<file path="src/rtl/mem_req_ctrl.sv">
// Request front-end for a single-port synchronous memory with registered read.
// Latency: write strobe 1 cycle after accept, read response valid 3 cycles after accept.
// Backpressure: one request outstanding; req_ready low until the FSM returns to IDLE,
// and a read response is held until the host accepts it.
// Optional feature: MEMCTRL_ADDR_CHECK_EN (out-of-range requests never reach memory).
module mem_req_ctrl #(
  parameter int WIDTH      = 16,
  parameter int DEPTH      = 128,
  parameter int ADDR_WIDTH = 7
) (
  input  logic                  clk,
  input  logic                  rst,
  input  logic                  req_valid,
  output logic                  req_ready,
  input  logic                  req_we,
  input  logic [ADDR_WIDTH-1:0] req_addr,
  input  logic [WIDTH-1:0]      req_wdata,
  output logic                  rsp_valid,
  input  logic                  rsp_ready,
  output logic [WIDTH-1:0]      rsp_rdata,
  output logic                  rsp_err,
  output logic [ADDR_WIDTH-1:0] mem_addr,
  output logic [WIDTH-1:0]      mem_w_data,
  output logic                  mem_w_en,
  output logic                  mem_r_en,
  input  logic [WIDTH-1:0]      mem_r_data,
  output logic                  busy
);

  typedef enum logic [2:0] {IDLE, WRITE, READ, CAPT, RESP} state_t;

  state_t                  state_q, state_d;
  logic                    rsp_valid_q, rsp_valid_d;
  logic [WIDTH-1:0]        rsp_rdata_q, rsp_rdata_d;
  logic                    rsp_err_q, rsp_err_d;
  logic [ADDR_WIDTH-1:0]   mem_addr_q, mem_addr_d;
  logic [WIDTH-1:0]        mem_w_data_q, mem_w_data_d;
  logic                    mem_w_en_q, mem_w_en_d;
  logic                    mem_r_en_q, mem_r_en_d;
  logic                    addr_ok;

  // Decide whether the incoming address may be forwarded to the memory.
  always_comb begin
`ifdef MEMCTRL_ADDR_CHECK_EN
    addr_ok = (int'(req_addr) < DEPTH);
`else
    addr_ok = 1'b1;
`endif
  end

  // Next-state and registered-output logic of the request sequencer.
  always_comb begin
    state_d      = state_q;
    rsp_valid_d  = rsp_valid_q;
    rsp_rdata_d  = rsp_rdata_q;
    rsp_err_d    = rsp_err_q;
    mem_addr_d   = mem_addr_q;
    mem_w_data_d = mem_w_data_q;
    mem_w_en_d   = 1'b0;
    mem_r_en_d   = 1'b0;
    case (state_q)
      IDLE: begin
        if (req_valid) begin
          if (addr_ok) begin
            mem_addr_d   = req_addr;
            mem_w_data_d = req_wdata;
            if (req_we) begin
              mem_w_en_d = 1'b1;
              state_d    = WRITE;
            end else begin
              mem_r_en_d = 1'b1;
              state_d    = READ;
            end
          end else if (!req_we) begin
            // Out-of-range read: answer immediately with an error, memory untouched.
            rsp_valid_d = 1'b1;
            rsp_rdata_d = '0;
            rsp_err_d   = 1'b1;
            state_d     = RESP;
          end
          // Out-of-range write is silently dropped; stay in IDLE.
        end
      end
      WRITE: state_d = IDLE;
      READ:  state_d = CAPT;
      CAPT: begin
        rsp_rdata_d = mem_r_data;
        rsp_err_d   = 1'b0;
        rsp_valid_d = 1'b1;
        state_d     = RESP;
      end
      RESP: begin
        if (rsp_ready) begin
          rsp_valid_d = 1'b0;
          state_d     = IDLE;
        end
      end
      default: state_d = IDLE;
    endcase
  end

  // State and output registers with synchronous reset.
  always_ff @(posedge clk) begin
    if (rst) begin
      state_q      <= IDLE;
      rsp_valid_q  <= 1'b0;
      rsp_rdata_q  <= '0;
      rsp_err_q    <= 1'b0;
      mem_addr_q   <= '0;
      mem_w_data_q <= '0;
      mem_w_en_q   <= 1'b0;
      mem_r_en_q   <= 1'b0;
    end else begin
      state_q      <= state_d;
      rsp_valid_q  <= rsp_valid_d;
      rsp_rdata_q  <= rsp_rdata_d;
      rsp_err_q    <= rsp_err_d;
      mem_addr_q   <= mem_addr_d;
      mem_w_data_q <= mem_w_data_d;
      mem_w_en_q   <= mem_w_en_d;
      mem_r_en_q   <= mem_r_en_d;
    end
  end

  assign req_ready  = (state_q == IDLE);
  assign busy       = (state_q != IDLE);
  assign rsp_valid  = rsp_valid_q;
  assign rsp_rdata  = rsp_rdata_q;
  assign rsp_err    = rsp_err_q;
  assign mem_addr   = mem_addr_q;
  assign mem_w_data = mem_w_data_q;
  assign mem_w_en   = mem_w_en_q;
  assign mem_r_en   = mem_r_en_q;

endmodule

</file>
<file path="config.mk">
export PLATFORM = sky130hd
export DESIGN_NAME = mem_req_ctrl
export DESIGN_NICKNAME = d
export VERILOG_FILES = /design/src/rtl/mem_req_ctrl.sv
export SDC_FILE = /design/constraint.sdc
export NUM_CORES = 1
export LEC_CHECK = 0
export ABC_AREA = 1
export BUFFER_PORTS_ARGS = -buffer_cell sky130_fd_sc_hd__buf_4
export CAP_MARGIN = 25
export CORE_MARGIN = 5
export CORE_UTILIZATION = 40
export DETAILED_ROUTE_END_ITERATION = 7
export HOLD_SLACK_MARGIN = 0.15
export PLACE_DENSITY = 0.7
export SETUP_SLACK_MARGIN = 0.05
export SLEW_MARGIN = 20
export SYNTH_ARGS = -nofsm -noshare
export SYNTH_HDL_FRONTEND = slang
export SYNTH_SLANG_ARGS = --single-unit
</file>
<file path="constraint.sdc">
create_clock -name clk -period 3 [get_ports clk]
set_input_delay 0.45 -clock clk [delete_from_list [all_inputs] [get_ports clk]]
set_output_delay 0.45 -clock clk [all_outputs]
set_load 0.01 [all_outputs]
</file>
==> flow_metrics.env <==
export IMPL_holdBufCountCts=0
export IMPL_drc_errors=0
export IMPL_internal_power_uw=1050
export IMPL_grt_ovfl_total=0
export IMPL_pin_count=89
export IMPL_grt_pass1_wl_um=6690
export IMPL_maxCapViolCount=0
export IMPL_routed_via_density=4.32
export IMPL_path_clk_slew_ns=0.08
export IMPL_p_clk_share_pct=33.5
export IMPL_synthFlopType="dfxtp_1"
export IMPL_drive_gt1_share_pct=29.8
export IMPL_finalMaxSlewViolations=0
export IMPL_cts_buffers=5
export IMPL_rsz0062_at_grt="false"
export IMPL_placed_area_um2=2400
export IMPL_syn_inst=252
export IMPL_insertion_delay_ns=0.29
export IMPL_setup_viol=0
export IMPL_cts_resized_gates=0
export IMPL_cellPowerDensity_nw_per_um2=555
export IMPL_synth_top_cell_by_area="dfxtp_1"
export IMPL_drt_iter0_drc=87
export IMPL_cp_start_kind="flop"
export IMPL_leakage_uw=0.00132
export IMPL_fp_dieArea_um2=5820
export IMPL_yosysTopAreaCellShare_pct=51.3
export IMPL_cts_setup_buffers=0
export IMPL_max_freq_mhz=613
export IMPL_dieHeight_um=76.3
export IMPL_crit_type="flop to flop"
export IMPL_r2r_end="mem_addr[0]$_SDFFE_PP0P_"
export IMPL_synth_area_per_cell_um2=6.97
export IMPL_final_cell_mix="buf_4 (88), nor2_1 (86), nand2_1 (48)"
export IMPL_synth_nets=296
export IMPL_ys_warn_count=0
export IMPL_end_kind="flop"
export IMPL_arrival_ns=1.82
export IMPL_period_share_pct=54.4
export IMPL_async_flop_share_pct=0
export IMPL_place_hpwl_um=3000
export IMPL_vdd_drop_max_mv=0.277
export IMPL_first_pass_iters=4
export IMPL_wl_per_cell_um=10.4
export IMPL_fin_crit_ns=1.63
export IMPL_ant_nets=0
export IMPL_gp_congestion=0.726
export IMPL_grt_max_degree=49
export IMPL_coreArea_um2=4290
export IMPL_synth_enable_flop_cells=0
export IMPL_hold_depth=2
export IMPL_vias=1677
export IMPL_synthTopCellsByArea="dfxtp_1 (51%), nor2_1 (18%), nand2_1 (10%)"
export IMPL_slew_headroom_pct=45.0
export IMPL_final_common_cell="buf_4"
export IMPL_crit_required_ns=3.19
export IMPL_num_nets_final=379
export IMPL_r2r_cells=4
export IMPL_tns_ns=0
export IMPL_h_tree_depth=2
export IMPL_syn_cell_area_um2=1760
export IMPL_globalRouteTotalUtil_pct=13.7
export IMPL_p_seq_share_pct=47.5
export IMPL_hp_start="req_we"
export IMPL_hold_end="mem_r_en$_SDFF_PP0_"
export IMPL_hold_violations=0
export IMPL_start_util_pct=40.9
export IMPL_r2r_setup_slack_ns=1.37
export IMPL_sw_frac_of_total_pct=25.3
export IMPL_worst_slew_pin_slew_ns=0.824
export IMPL_clockBufferDepth=2
export IMPL_pwr_share_comb_pct=19.0
export IMPL_status="finished, final reports clean"
export IMPL_portBuffers=87
export IMPL_die_w_um=76.3
export IMPL_synth_seq_cells=45
export IMPL_area_growth_synth_to_final_pct=43.5
export IMPL_rows=24
export IMPL_synth_seq_area_share_pct=51.3
export IMPL_ys_types=17
export IMPL_p_switching_uw=354
export IMPL_clock_skew_ns=0.00865
export IMPL_n_antenna_cell=0
export IMPL_r2r_start="state_q[2]$_SDFFE_PP0P_"
export IMPL_hold_class="input pin to flop"
export IMPL_antenna_found_initial=0
export IMPL_path_max_fanout=48
export IMPL_stdcell_area_um2=2520
export IMPL_cts_tree="done"
export IMPL_wl_um=4050
export IMPL_cts_root_buf="clkbuf_8"
export IMPL_clock_sinks=45
export IMPL_grt_pass1_vias=1554
export IMPL_final_util_pct=58.7
per-stage QoR:
step           total power, µW  setup WS, ns  std cells  hold slack, ns
6_report                  1400          1.37        388           0.332
5_1_grt                   1470          1.17        388           0.332
4_1_cts                   1420          1.36        388           0.322
3_5_place_dp               948          1.30        380           0.460
3_3_place_gp               945          1.34        380           0.449
2_1_floorplan              822          1.77        252           0.477
worst max-delay path, cell delays in order (launching register included):
cell and delay (ns):
dfxtp_1 0.35, nor2_2 0.16, nand3_2 0.64, nor2_1 0.31
nor2_1 0.07
sequential cells by signal, indices dropped and copies added, names as in the netlist:
register and flops:
mem_r_en 1, state_q 3, mem_w_data 16, rsp_rdata 16, mem_addr 7, rsp_valid 1, mem_w_en 1
worst max-delay path by stage:
stage,cells past startpoint,slack (ns),endpoint,start
3_3_place_gp,4,1.34,mem_w_data[6]$_SDFFE_PP0P_,req_valid
4_1_cts,3,1.36,mem_w_en$_SDFF_PP0_,state_q[2]$_SDFFE_PP0P_
5_1_grt,3,1.17,mem_w_en$_SDFF_PP0_,state_q[2]$_SDFFE_PP0P_
2_1_floorplan,4,1.77,busy,state_q[2]$_SDFFE_PP0P_
6_report,4,1.37,mem_addr[0]$_SDFFE_PP0P_,state_q[2]$_SDFFE_PP0P_
3_5_place_dp,3,1.30,mem_w_en$_SDFF_PP0_,req_valid
cells in the mapped netlist, types with 2 or more instances:
master,instances
a21oi_1,2
buf_4,3
buf_6,2
nand3_2,2
nand2_1,48
inv_2,2
o21ai_0,16
nand3_1,5
nor2_1,86
inv_1,30
dfxtp_1,45
nor3_1,2
buf_2,5
layout make-up:
type	instances	area [µm²]
repair buffers	88	661
fillers	405	1770
well taps	52	65.1
multi-input cells	163	658
clock buffers	7	86.3
flip-flops and latches	45	901
clock inverters	1	30.0
inverters	32	120
cell families (layout without fill, tap and decap cells):
logic type / Yosys count / count (layout) / share of synthesized area [%]
AND/OR/NAND/NOR: 144 / 144 / 32.1
flip-flops: 45 / 45 / 51.3
buffers and inverters: 44 / 128 / 11.3
AO/OA/AOI/OAI: 18 / 18 / 5.13
other: 1 / 1 / 0.213
power by group through the flow:
stage / logic [µW] / clock network [µW] / registers (µW)
after CTS: 270 / 483 / 666
after global routing: 301 / 502 / 670
after detailed placement: 269 / 0 / 679
after global placement: 266 / 0 / 679
after floorplan: 125 / 0 / 698
final: 266 / 469 / 665
routing by layer:
layer,track usage (%),up-vias,wire length (µm)
met5,0,-,0
met4,6.29,0,61
met3,4.61,5,293
met2,24.7,48,2080
met1,14.2,718,1620
li1,-,906,-
Power figures use the tool's default switching activity.
